===== src/rtl/gf_pkg.sv =====
// Shared GF(2^M) helpers and Reed-Solomon constants for the CD decoder datapath.
package gf_pkg;

  localparam int         GF_M_DEF    = 8;
  localparam logic [8:0] GF_POLY_DEF = 9'h11D;
  localparam int         N_C1        = 32;
  localparam int         N_C2        = 28;

  typedef enum logic {
    ST_IDLE = 1'b0,
    ST_ACC  = 1'b1
  } syn_state_e;

  function automatic int clog2(input int v);
    int r;
    r = 0;
    while ((1 << r) < v) r++;
    return r;
  endfunction

  // x * alpha^k reduced modulo poly; k is folded into the multiplicative group order
  function automatic logic [7:0] gf_mul_alpha_pow(input logic [7:0] x, input int k,
                                                  input int m, input logic [8:0] poly);
    logic [8:0] v;
    int         e;
    e = k % ((1 << m) - 1);
    v = {1'b0, x};
    for (int i = 0; i < e; i++) begin
      v = {v[7:0], 1'b0};
      if (v[m]) v = v ^ poly;
      else      v = v;
    end
    return v[7:0];
  endfunction

endpackage


===== src/rtl/gf_const_mul.sv =====
// Combinational multiply by the constant alpha^K in GF(2^M); an XOR network fixed at elaboration.
module gf_const_mul
  import gf_pkg::*;
#(
  parameter int         M    = GF_M_DEF,
  parameter logic [M:0] POLY = (M+1)'(GF_POLY_DEF),
  parameter int         K    = 0
) (
  input  logic [M-1:0] i_x,
  output logic [M-1:0] o_y
);

  logic [M-1:0] col_s [M];

  for (genvar i = 0; i < M; i++) begin : g_col
    localparam logic [7:0] COL = gf_mul_alpha_pow(8'(1 << i), K, M, 9'(POLY));
    assign col_s[i] = COL[M-1:0];
  end

  // Product is the XOR of the alpha^K*2^i columns selected by the set bits of x
  always_comb begin
    o_y = '0;
    for (int i = 0; i < M; i++) begin
      if (i_x[i]) o_y = o_y ^ col_s[i];
      else        o_y = o_y;
    end
  end

endmodule


===== src/rtl/rs_syndrome_gen.sv =====
// Reed-Solomon syndrome generator: Horner evaluation of NSYN syndromes over one framed codeword.
module rs_syndrome_gen
  import gf_pkg::*;
#(
  parameter int         M    = GF_M_DEF,
  parameter logic [M:0] POLY = (M+1)'(GF_POLY_DEF),
  parameter int         N    = N_C1,
  parameter int         NSYN = 4,
  parameter int         FCR  = 0
) (
  input  logic              i_clk,
  input  logic              i_resb,
  input  logic [M-1:0]      i_data,
  input  logic              i_data_valid,
  input  logic              i_frame_sync,
  output logic [NSYN*M-1:0] o_syn,
  output logic              o_syn_valid,
  output logic              o_nonzero,
  output logic              o_frame_err,
  output logic              o_drop
);

  localparam int CW = clog2(N + 1);

  syn_state_e        state_q, state_d;
  logic [CW-1:0]     count_q, count_d;
  logic [M-1:0]      acc_q [NSYN];
  logic [M-1:0]      acc_d [NSYN];
  logic [M-1:0]      acc_mul_s [NSYN];
  logic [NSYN*M-1:0] acc_next_s;
  logic [NSYN*M-1:0] syn_q, syn_d;
  logic              syn_valid_q, syn_valid_d;
  logic              nonzero_q, nonzero_d;
  logic              frame_err_q, frame_err_d;
  logic              drop_q, drop_d;
  logic              last_beat_s;

  for (genvar j = 0; j < NSYN; j++) begin : g_syn
    gf_const_mul #(.M(M), .POLY(POLY), .K(FCR + j)) u_mul (
      .i_x (acc_q[j]),
      .o_y (acc_mul_s[j])
    );
    assign acc_next_s[j*M +: M] = acc_mul_s[j] ^ i_data;
  end

  assign last_beat_s = (count_q == CW'(N - 1));

  // State register
  always_ff @(posedge i_clk or negedge i_resb) begin
    if (!i_resb) state_q <= ST_IDLE;
    else         state_q <= state_d;
  end

  // Next-state: a sync beat always lands in ACC, the final symbol returns to IDLE
  always_comb begin
    state_d = state_q;
    if (i_data_valid) begin
      case (state_q)
        ST_IDLE: begin
          if (i_frame_sync) state_d = ST_ACC;
          else              state_d = ST_IDLE;
        end
        ST_ACC: begin
          if (!i_frame_sync && last_beat_s) state_d = ST_IDLE;
          else                              state_d = ST_ACC;
        end
        default: state_d = ST_IDLE;
      endcase
    end else begin
      state_d = state_q;
    end
  end

  // Datapath and output pulses; an early sync drops the partial result and restarts
  always_comb begin
    count_d     = count_q;
    acc_d       = acc_q;
    syn_d       = syn_q;
    nonzero_d   = nonzero_q;
    syn_valid_d = 1'b0;
    frame_err_d = 1'b0;
    drop_d      = 1'b0;
    if (i_data_valid) begin
      case (state_q)
        ST_IDLE: begin
          if (i_frame_sync) begin
            for (int j = 0; j < NSYN; j++) acc_d[j] = i_data;
            count_d = CW'(1);
          end else begin
            drop_d = 1'b1;
          end
        end
        ST_ACC: begin
          if (i_frame_sync) begin
            frame_err_d = 1'b1;
            for (int j = 0; j < NSYN; j++) acc_d[j] = i_data;
            count_d = CW'(1);
          end else if (last_beat_s) begin
            for (int j = 0; j < NSYN; j++) acc_d[j] = acc_next_s[j*M +: M];
            syn_d       = acc_next_s;
            nonzero_d   = |acc_next_s;
            syn_valid_d = 1'b1;
            count_d     = '0;
          end else begin
            for (int j = 0; j < NSYN; j++) acc_d[j] = acc_next_s[j*M +: M];
            count_d = count_q + CW'(1);
          end
        end
        default: begin
          count_d = '0;
        end
      endcase
    end else begin
      count_d = count_q;
    end
  end

  // Datapath registers
  always_ff @(posedge i_clk or negedge i_resb) begin
    if (!i_resb) begin
      count_q     <= '0;
      for (int j = 0; j < NSYN; j++) acc_q[j] <= '0;
      syn_q       <= '0;
      syn_valid_q <= 1'b0;
      nonzero_q   <= 1'b0;
      frame_err_q <= 1'b0;
      drop_q      <= 1'b0;
    end else begin
      count_q     <= count_d;
      acc_q       <= acc_d;
      syn_q       <= syn_d;
      syn_valid_q <= syn_valid_d;
      nonzero_q   <= nonzero_d;
      frame_err_q <= frame_err_d;
      drop_q      <= drop_d;
    end
  end

  assign o_syn       = syn_q;
  assign o_syn_valid = syn_valid_q;
  assign o_nonzero   = nonzero_q;
  assign o_frame_err = frame_err_q;
  assign o_drop      = drop_q;

endmodule


===== config.mk =====
export PLATFORM = sky130hd
export DESIGN_NAME = rs_syndrome_gen
export DESIGN_NICKNAME = d
export VERILOG_FILES = /design/src/rtl/gf_pkg.sv /design/src/rtl/gf_const_mul.sv /design/src/rtl/rs_syndrome_gen.sv
export SDC_FILE = /design/constraint.sdc
export NUM_CORES = 1
export LEC_CHECK = 0
export CORE_MARGIN = 2
export CORE_UTILIZATION = 35
export DETAILED_ROUTE_END_ITERATION = 6
export GPL_TIMING_DRIVEN = 0
export HOLD_SLACK_MARGIN = 0.05
export PLACE_DENSITY = 0.56
export SLEW_MARGIN = 20
export SYNTH_ARGS = -nofsm -noshare
export SYNTH_HDL_FRONTEND = slang
export SYNTH_SLANG_ARGS = --single-unit

===== constraint.sdc =====
create_clock -name i_clk -period 2.6 [get_ports i_clk]
set_input_delay 0.52 -clock i_clk [delete_from_list [all_inputs] [get_ports i_clk]]
set_output_delay 0.52 -clock i_clk [all_outputs]
set_load 0.02 [all_outputs]

After elaboration in Yosys (flattened, before gate mapping)
Cells that the tools add are included.

Register bits: 75. Latch bits: 0. Memory bits (writable): 0. ROM bits: 0. Input bits: 12. Output and inout port bits: 36. Memories: 0.

Add/sub/neg operators: 1. Multiply operators: 0. Divide/modulo/power cells: 0. $lt $le $gt $ge: 0. Equality and inequality tests: 2. Shifts and indexed selects: 0. Mux-type cells: 51. Bitwise operators: 34. Reductions and logical operators: 5.

Operators by type and width (number): $mux 32 (2); $pmux 32 s2 (1); $mux 6 (9); $mux 5 (7); $mux 7 (5); $mux 8 (4); $reduce_or 32->1 (1); $xor 8x8->8 (4); $not 4->4 (6); $not 1->1 const A (22); $mux 4 (4); $mux 1 (12); $pmux 6 s2 (1); $mux 3 (3); $add 6x1->6 const B (1); $eq 6x5->1 const B (1); $mux 2 (2); $reduce_and 4->1 (1); $ne 2x2->1 const B (1); $not 1->1 (2); $pmux 1 s2 (1); $reduce_and 2->1 (1); $logic_and 1x1->1 (1); $logic_not 1->1 (1).

Depth between registers and ports, before layout
Gate-level depths: netlist of run 1.

Depth after elaboration: 14. Gate-level depth with buffers: 9. Gate-level depth less buffers: 7.

Cells and area by module
From an unflattened synthesis of run 1, not the netlist that was laid out.

Cells, all modules: 537. Area total of the unflattened synthesis: 4371.7 um^2.

By module, submodules not included: rs_syndrome_gen (times used 1, cells an instance 502, area an instance 4060.1 um^2, sequential area each 1876.8 um^2); gf_const_mul at g_syn[2].u_mul (times used 1, cells an instance 8, area an instance 95.1 um^2, sequential area each 0.0 um^2); gf_const_mul at g_syn[3].u_mul (times used 1, cells an instance 11, area an instance 92.6 um^2, sequential area each 0.0 um^2); gf_const_mul at g_syn[1].u_mul (times used 1, cells an instance 8, area an instance 63.8 um^2, sequential area each 0.0 um^2); gf_const_mul at g_syn[0].u_mul (times used 1, cells an instance 8, area an instance 60.1 um^2, sequential area each 0.0 um^2).

Least setup slack after synthesis of run 1
OpenSTA, ideal clock, no wires.

Path kind: input -> register. From: in i_data[4]. To: reg nonzero_q, in the netlist o_nonzero. Arrival time: 1.546 ns. Setup slack: 0.933 ns. Cell stages on the path: 6. Path buffers: 1. Cell sequence: buf_6 -> xor2_1 -> or3_1 -> a22oi_1 -> o2111ai_1 -> o22a_1.

Cells in the longest elaborated chain, start to end: 2.

Ends and longest elaborated chain: from (decl) (RTL line rs_syndrome_gen.sv:13) `input logic [M-1:0] i_data,`; $xor 8x8->8 (RTL line rs_syndrome_gen.sv:43) `assign acc_next_s[j*M +: M] = acc_mul_s[j] ^ i_data;`; $reduce_or 32->1 * (RTL line rs_syndrome_gen.sv:101) `nonzero_d = |acc_next_s;`; to (signal assigned) (RTL line rs_syndrome_gen.sv:133) `nonzero_q <= nonzero_d;`; to (decl) (RTL line rs_syndrome_gen.sv:33) `logic nonzero_q, nonzero_d;`.

Every way passes the cells marked *; elsewhere a longest branch is shown, timed or not. A chain may end at the register's enable or synchronous reset.

Worst setup path after layout of run 1
From: in i_data[6]. To: reg nonzero_q, in the netlist o_nonzero.

The elaborated chain is that of the path after synthesis.

==> impl.org, run 1 <==
** Run status
- Run status :: complete, no violations

** Setup path
- Critical path origin :: i_data[6]
- The number of cells on the worst reg-to-reg path is 6.
- In this run the worst setup path terminates at o_nonzero.
- Critical Path Fanout Max :: 10
- Critical register-to-register path startpoint :: acc_q[5]
- Capture point of the worst reg-to-reg path :: o_nonzero
- Kind of critical path :: in2reg
- For the worst setup path, the data required time is roughly 2800 ps.
- Data on the critical path arrives at its endpoint at about 2400 ps.
- STA classifies the critical path endpoint as a register.
- Nature of the critical path startpoint :: input port
- Worst reg-to-reg setup slack :: between 600 and 700 ps

** Detailed routing
- Count of TritonRoute iterations in the first routing pass :: 5
- Number of design rule violations left after detail routing :: 0
- In the routed layout, each cell is associated on average with a via count of about 5.6.
- Final routed wire length divided by cell count :: around 19 µm
- Residual antenna-violating net count after detailed routing :: 0
- For this block, the via count after detailed routing is about 3,900.
- In this run, the number of DRC markers left after iteration 0 of detailed routing was 421.
- For this block, the routed nets add up to around 13 mm of wire.

** Synthesis
- EDFF count, synth :: 0
- Yosys cell types :: 39
- Syn Std Cell Area :: 4270 µm²
- Synthesis produced a netlist with a net count of 504.
- Post-synthesis async set-or-reset flop share :: 1.00
- Synth warnings :: 0
- Avg Cell Area, Syn :: a little under 9 µm²
- Synthesis produced a netlist whose cell count is 491.
- Number of synthesized register bits :: between 70 and 80
- Top FF cell, synth :: sky130_fd_sc_hd__dfrtp_1
- The share of the Yosys chip area taken by registers is 0.440.

** CTS
- After clock tree synthesis, the setup repair step added 0 buffers.
- The number of clock buffers added by TritonCTS is 9.
- The clock tree synthesis step divided the H-tree into 3 levels.
- Clock root buffer :: sky130_fd_sc_hd__clkbuf_16
- Clock-pin slew of the registers on the worst-case setup and hold paths :: about 60 ps
- TritonCTS built the clock tree.
- The tree built by TritonCTS fans out to 75 sinks.
- Hold repair after CTS inserted 0 buffers.
- Counting along the longest clock path gives a buffer depth of 2.
- Number of gates given a new drive strength after cts :: 0
- Worst-skew pair later-pin latency :: about 340 ps

** STA
- In the finished design, the share of the clock period the worst path needs comes to 0.849.
- Post-layout minimum cycle time :: between 2000 and 2500 ps
- Adding up every negative setup slack in the final design gives 0 ps.
- Min Hold Slack :: 84.5 ps
- The hold violation count in the final report came to 0.
- In this run the tightest slew margin relative to its limit is 0.541.
- Finish-stage setup viols :: 0
- Worst setup slack after layout :: 392 ps
- Static timing analysis puts the maximum clock frequency at ~0.45 GHz.
- Setup clock skew after layout :: approximately 7.9 ps
- Setup repair after global routing missed its margin :: no
- At the pin with the least slew margin, the transition time is around 680 ps.
- The number of max-slew violations in the final report came to 0.

** Placement
- During placement, the flow inserted port buffers numbering 44.
- In this run the cell area measured after placement is around 4900 µm².
- Detailed placement ended at an HPWL of a little over 9 mm.
- Global placer's final weighted congestion :: around 0.93
- Timing analysis after detailed placement gives a worst setup slack of just under 100 ps.

** Die
- Y dimension of the die :: roughly 110 µm
- Area of the core region :: around 12,000 µm²
- The die covers ~13,000 µm².
- For this design the top-level I/O count stands at 48.
- For this configuration, the core starts out at a cell density of 0.357.
- Measured along the x axis, the die boundary spans 114 µm.
- Standard-cell row count :: 40

** Layout
- Most common cell after layout, fill and taps aside :: sky130_fd_sc_hd__a21oi_1
- The layout has about 1,200 filler cells.
- For this run, the post-layout net count is between 500 and 600.
- Layout cells sized above 1 :: 0.0942
- The number of antenna diodes in the final layout is 0.
- Relative to the synthesized area, the layout overhead comes to 22.6%.
- Cell area after layout :: roughly 5200 µm²
- Leaving out fill and tap cells, the most frequent cells in the layout are sky130_fd_sc_hd__a21oi_1, sky130_fd_sc_hd__dfrtp_1, sky130_fd_sc_hd__nor2_1.

** Flow run
- Max capacitance violation total :: 0

** Global route
- Vias in the first global route :: between 3,000 and 4,000
- For this run, the total global-route usage over all layers was measured as 0.208.
- Pin count of the biggest net entering global routing :: 53
- First-pass GRT wire length :: 20.8 mm
- The initial antenna violation count is 0.
- Aggregate global routing overflow :: 0

** Power and ir drop
- VDD sags by at most 0.000305 V.
- The internal portion of the total power is 2.72 mW.
- Of the total power, combinational logic draws 0.312.
- Static Leak :: about 2.2 nW
- Share of total power consumed by net switching :: 0.350
- The share of total power dissipated in sequential elements is 0.364.
- Of the total power, the clock network draws 0.325.
- In this run the power density over the cells is between 700 and 800 nW/µm².
- Sw power :: ~1.5 mW

** Min path
- Path type of the worst min-delay path :: in2async
==> sequential cells by signal, summed over array words and instances, names as in the netlist <==
register     count
o_syn           32
o_syn_valid      1
o_nonzero        1
acc_q           32
o_frame_err      1
count_q          6
state_q          1
o_drop           1
==> per-layer routing <==
layer  GRT usage  wire length [µm]
met1       0.294              6110
met2       0.309              5830
met5           0                 0
met3      0.0381               895
met4      0.0967               405
==> final cells by class <==
| class | count | area (µm²) | area share |
|---|---|---|---|
| timing repair buffer | 45 | 465 | 0.0889 |
| buffer | 45 | 248 | 0.0473 |
| clock inverter | 7 | 91.3 | 0.0174 |
| inverter | 20 | 75.1 | 0.0143 |
| tap | 147 | 184 | 0.0351 |
| sequential | 75 | 1880 | 0.359 |
| clock buffer | 9 | 225 | 0.0430 |
| multi-input combinational | 351 | 2070 | 0.395 |
==> cells in the mapped netlist, types with 2 or more instances <==
| master | count | area (µm²) |
|---|---|---|
| sky130_fd_sc_hd__and3_1 | 7 | 43.8 |
| sky130_fd_sc_hd__nor4_2 | 2 | 25.0 |
| sky130_fd_sc_hd__nor3b_1 | 4 | 30.0 |
| sky130_fd_sc_hd__nand2_1 | 41 | 154 |
| sky130_fd_sc_hd__xnor2_1 | 42 | 368 |
| sky130_fd_sc_hd__clkbuf_1 | 20 | 75.1 |
| sky130_fd_sc_hd__nand2b_1 | 8 | 50.1 |
| sky130_fd_sc_hd__o21ai_0 | 11 | 55.1 |
| sky130_fd_sc_hd__inv_1 | 19 | 71.3 |
| sky130_fd_sc_hd__nor2_1 | 49 | 184 |
| sky130_fd_sc_hd__dfrtp_1 | 75 | 1880 |
| sky130_fd_sc_hd__a31oi_1 | 5 | 31.3 |
| sky130_fd_sc_hd__o21ai_1 | 4 | 20.0 |
| sky130_fd_sc_hd__nand4_1 | 6 | 37.5 |
| sky130_fd_sc_hd__and4_1 | 2 | 17.5 |
| sky130_fd_sc_hd__buf_4 | 4 | 30.0 |
| sky130_fd_sc_hd__xnor2_2 | 2 | 32.5 |
| sky130_fd_sc_hd__xor2_1 | 7 | 61.3 |
| sky130_fd_sc_hd__xor2_2 | 2 | 32.5 |
| sky130_fd_sc_hd__buf_6 | 6 | 67.6 |
| sky130_fd_sc_hd__a21oi_1 | 78 | 390 |
| sky130_fd_sc_hd__a211oi_1 | 6 | 45.0 |
| sky130_fd_sc_hd__nand3_1 | 9 | 45.0 |
| sky130_fd_sc_hd__buf_2 | 15 | 75.1 |
| sky130_fd_sc_hd__o22ai_1 | 44 | 275 |
| sky130_fd_sc_hd__or3_1 | 2 | 12.5 |
| sky130_fd_sc_hd__nor3_1 | 9 | 45.0 |
==> worst max-delay path, cell delays in order <==
cell                              delay, ps
sky130_fd_sc_hd__clkdlybuf4s50_1        530
sky130_fd_sc_hd__buf_2                  290
sky130_fd_sc_hd__xnor2_1                220
sky130_fd_sc_hd__nand4_1                180
sky130_fd_sc_hd__nor4_2                 330
sky130_fd_sc_hd__o2111ai_1              170
sky130_fd_sc_hd__o22a_1                 180
==> stage by stage <==
step           utilization  total power [mW]  instances
2_1_floorplan            -              2.39        491
3_3_place_gp         0.409              2.78        682
3_5_place_dp         0.411              2.81        683
4_1_cts              0.438              4.18        699
5_1_grt              0.438              4.36        699
6_report             0.438              4.18        699
==> power by group through the flow <==
stage | Sequential [mW] | Clock, mW | Combinational (mW)
5_1_grt | 1.54 | 1.41 | 1.41
2_1_floorplan | 1.53 | 0 | 0.866
4_1_cts | 1.51 | 1.38 | 1.29
6_report | 1.52 | 1.36 | 1.30
3_3_place_gp | 1.53 | 0 | 1.25
3_5_place_dp | 1.53 | 0 | 1.28
==> how the worst min path moves through the flow <==
stage	end	start	cells past startpoint
after detailed placement	o_syn_valid	i_resb	1
after floorplan	acc_q[0]	i_resb	0
after global placement	o_syn[30]	o_syn[30]	2
after global routing	o_syn_valid	i_resb	1
after CTS	o_syn_valid	i_resb	1
final	o_syn_valid	i_resb	1
==> cell families (layout without fill, tap and decap cells) <==
group / Yosys count / in the layout / synth area share
compound gates: 153 / 153 / 0.201
xor+xnor: 54 / 54 / 0.122
fa+ha+maj: 1 / 1 / 0.00293
buf+inv: 65 / 126 / 0.0756
flops: 75 / 75 / 0.440
mux: 1 / 1 / 0.00234
simple gates: 142 / 142 / 0.156
Power figures use the tool's default switching activity.
==> run 2, diff against run 1 <==
- PLACE_DENSITY: 0.56 -> 0.58
- clock period: 2.6 -> 1.85 ns (I/O delays scaled with it)
==> impl.org, run 2 (synthesis results as in run 1) <==
** Run status
- Run status :: complete, no violations

** STA
- Worst setup slack after layout :: 83.6 ps (-309 ps)
- Headroom to the max-slew limit :: 0.550 (+0.00935)
- The hold violation count in the final report was 0 (unchanged).
- The final hold slack is 386 ps (+301 ps).
- The setup total negative slack was 0 ps (unchanged).
- The worst setup skew after layout came to 7.36 ps (-0.581 ps).
- Post-layout minimum cycle time :: 1770 ps
- Max-slew violation total from the final report :: 0 (unchanged)
- Setup repair after global routing missed its margin :: no
- Peak Freq :: approximately 0.57 GHz
- The count of final setup violators was 0 (unchanged).
- The measured slew at the worst slew-check pin is 675 ps (-9.10 ps).
- Fraction of the cycle the final worst path needs :: 0.955

** CTS
- CTS tree :: done
- Max H-tree Level :: 3 (unchanged)
- TritonCTS Buffers :: 9 (unchanged)
- The clock latency reported for the late side of the worst-skew pair is 350 ps (about the same).
- The largest buffer count on any clock path came to 2 (unchanged).
- The cell sitting at the root of the clock tree is a sky130_fd_sc_hd__clkbuf_16.
- The sink count of the clock tree is 75 (unchanged).
- The clock-pin slew reported for the worst setup and hold paths after clock tree synthesis was 60 ps (about the same).

** Setup path
- Critical path origin :: i_data[2]
- The data arrival at the endpoint of the critical path came to 2000 ps (-430 ps).
- Worst reg-to-reg setup slack :: 100 ps (-530 ps)
- STA classifies the critical path endpoint as a register.
- The startpoint identified for the worst register-to-register timing path is acc_q[6].
- The critical path is of the in2reg type.
- The most critical setup path has its endpoint at o_nonzero.
- Required time at the worst-slack endpoint :: 2090 ps (-740 ps)
- The largest driver fanout on the critical path is 6 (-4).
- STA classifies the critical path startpoint as an input port.
- The path depth of the worst reg2reg path was 6 (unchanged).
- Capture point of the worst reg-to-reg path :: o_nonzero

** Placement
- Dpl cells :: 683 (unchanged)
- Post-Place Cell Area :: 4920 µm² (unchanged)
- The setup slack after placement is -517 ps (-614 ps).
- The global placer's final weighted congestion was 0.871 (-6.8%).
- The count of input and output buffers came to 44 (unchanged).
- The half-perimeter wire length of the detailed placement result was 9.09 mm (-0.90%).

** Detailed routing
- The detailed router's first-iteration violation count came to 370 (-12%).
- Total routed wirelength :: 13.2 mm (-0.32%)
- The average wire per standard cell was 18.7 µm (-1.4%).
- Number of design rule violations left after detail routing :: 0 (unchanged)
- The routed via count divided by cell count came to 5.59 (-0.33%).
- Count of TritonRoute iterations in the first routing pass :: 5 (unchanged)
- Residual antenna-violating net count after detailed routing :: 0 (unchanged)
- The via count came to 3,955 (+0.82%).

** Global route
- The initial antenna violation count came to 0 (unchanged).
- The overall fraction of global-route tracks in use is 0.205 (-0.00281).
- The global-route wire length before repair came to 20.4 mm (-1.9%).
- Vias in the first global route :: 3,609 (-3.3%)
- Aggregate global routing overflow :: 0 (unchanged)
- The pin count of the biggest net entering global routing is 54 (+1.9%).

** Layout
- The number of fill cells in the layout is 1,180 (+1.2%).
- Cell area after layout :: 5440 µm² (+3.8%)
- The utilization after layout came to 0.454 (+0.0167).
- The count of antenna diodes in the layout was 0 (unchanged).
- The number of non-filler instances in the completed layout was 707 (+1.1%).
- Layout cells sized above 1 :: 0.125 (+0.0308)
- Most common cell after layout, fill and taps aside :: sky130_fd_sc_hd__a21oi_1
- Leaving out fill and tap cells, the most frequent cells in the layout are sky130_fd_sc_hd__a21oi_1, sky130_fd_sc_hd__dfrtp_1, sky130_fd_sc_hd__nor2_1.
- Area grow syn2layout :: 27.3%
- The net total in the final layout is 568 (+1.4%).

** Min path
- Path type of the worst min-delay path :: in2reg

** Die
- IO Count :: 48 (unchanged)
- Area of the core region :: 12,000 µm² (unchanged)
- The area of the die was 13,100 µm² (unchanged).
- Standard-cell row count :: 40 (unchanged)
- Y dimension of the die :: 114 µm (unchanged)
- Initial cell density of the core :: 0.357 (unchanged)
- The horizontal die dimension was 114 µm (unchanged).

** Power and ir drop
- Total power divided by cell area :: 1120 nW/µm² (+41%)
- The static leakage power is 2.33 nW (+6.1%).
- The overall power of the completed layout is 6.09 mW (+46%).
- The worst supply voltage drop on vdd was 0.000465 V (+52%).

** Flow run
- Max capacitance violation total :: 0 (unchanged)
## run 2: cell types whose count changed in the layout (fill, tap and decap cells not counted), moves of 4 or more
cell                              before  now
sky130_fd_sc_hd__xnor2_2               2    6
sky130_fd_sc_hd__buf_2                15    9
sky130_fd_sc_hd__clkdlybuf4s50_1      43   39
sky130_fd_sc_hd__buf_6                 6   11
sky130_fd_sc_hd__dlymetal6s2s_1        0    4
sky130_fd_sc_hd__xnor2_1              42   38
sky130_fd_sc_hd__clkbuf_1             20   15
sky130_fd_sc_hd__clkbuf_2              0    4
sky130_fd_sc_hd__buf_4                 5   14
## run 2: where the power goes
part,internal (mW),switching [mW]
logic,0.811,1.06
registers,1.87,0.267
clock network,1.36,0.727
total,4.04,2.06
## run 2: worst min-delay path by stage
stage          startpoint          end  slack [ps]  cells after the start
3_5_place_dp       i_resb  o_syn_valid         300                      1
5_1_grt         i_data[4]    acc_q[28]         410                      3
6_report        i_data[4]    acc_q[28]         390                      3
3_3_place_gp    o_syn[30]    o_syn[30]         450                      2
4_1_cts         i_data[4]    acc_q[28]         380                      3
2_1_floorplan      i_resb     acc_q[0]          70                      0
## run 2: final cells by class
type                            count  area (µm²)  area share
Buffer                             44         283      0.0520
Clock buffer                       10         239      0.0440
Clock inverter                      6         113      0.0207
Inverter                           20        75.1      0.0138
Multi-Input combinational cell    351        2120       0.390
Sequential cell                    75        1880       0.345
Tap cell                          147         184      0.0338
Timing Repair Buffer               54         546       0.100
## run 2: metal layers
layer,vias up,track usage,part of all wire
li1,1837,-,-
met1,1932,0.283,0.45
met2,161,0.316,0.46
met3,25,0.0365,0.072
met4,0,0.0919,0.024
met5,-,0,0
## run 2: repair_timing
item / in CTS / in global routing
hold endpoints to repair: 22 / 0
buffers inserted: 0 / 8
hold buffers: 1 / 0
endpoints found under the setup margin: 38 / 50
resized for setup: 6 / 28
pin swaps: 1 / 5
## run 2: critical path: stages
cell and delay [ps]:
sky130_fd_sc_hd__clkdlybuf4s50_1 470, sky130_fd_sc_hd__buf_6 170, sky130_fd_sc_hd__xnor2_1 220, sky130_fd_sc_hd__nand4_1 180, sky130_fd_sc_hd__nor4_2 250, sky130_fd_sc_hd__o2111ai_1 160
sky130_fd_sc_hd__o22a_1 180
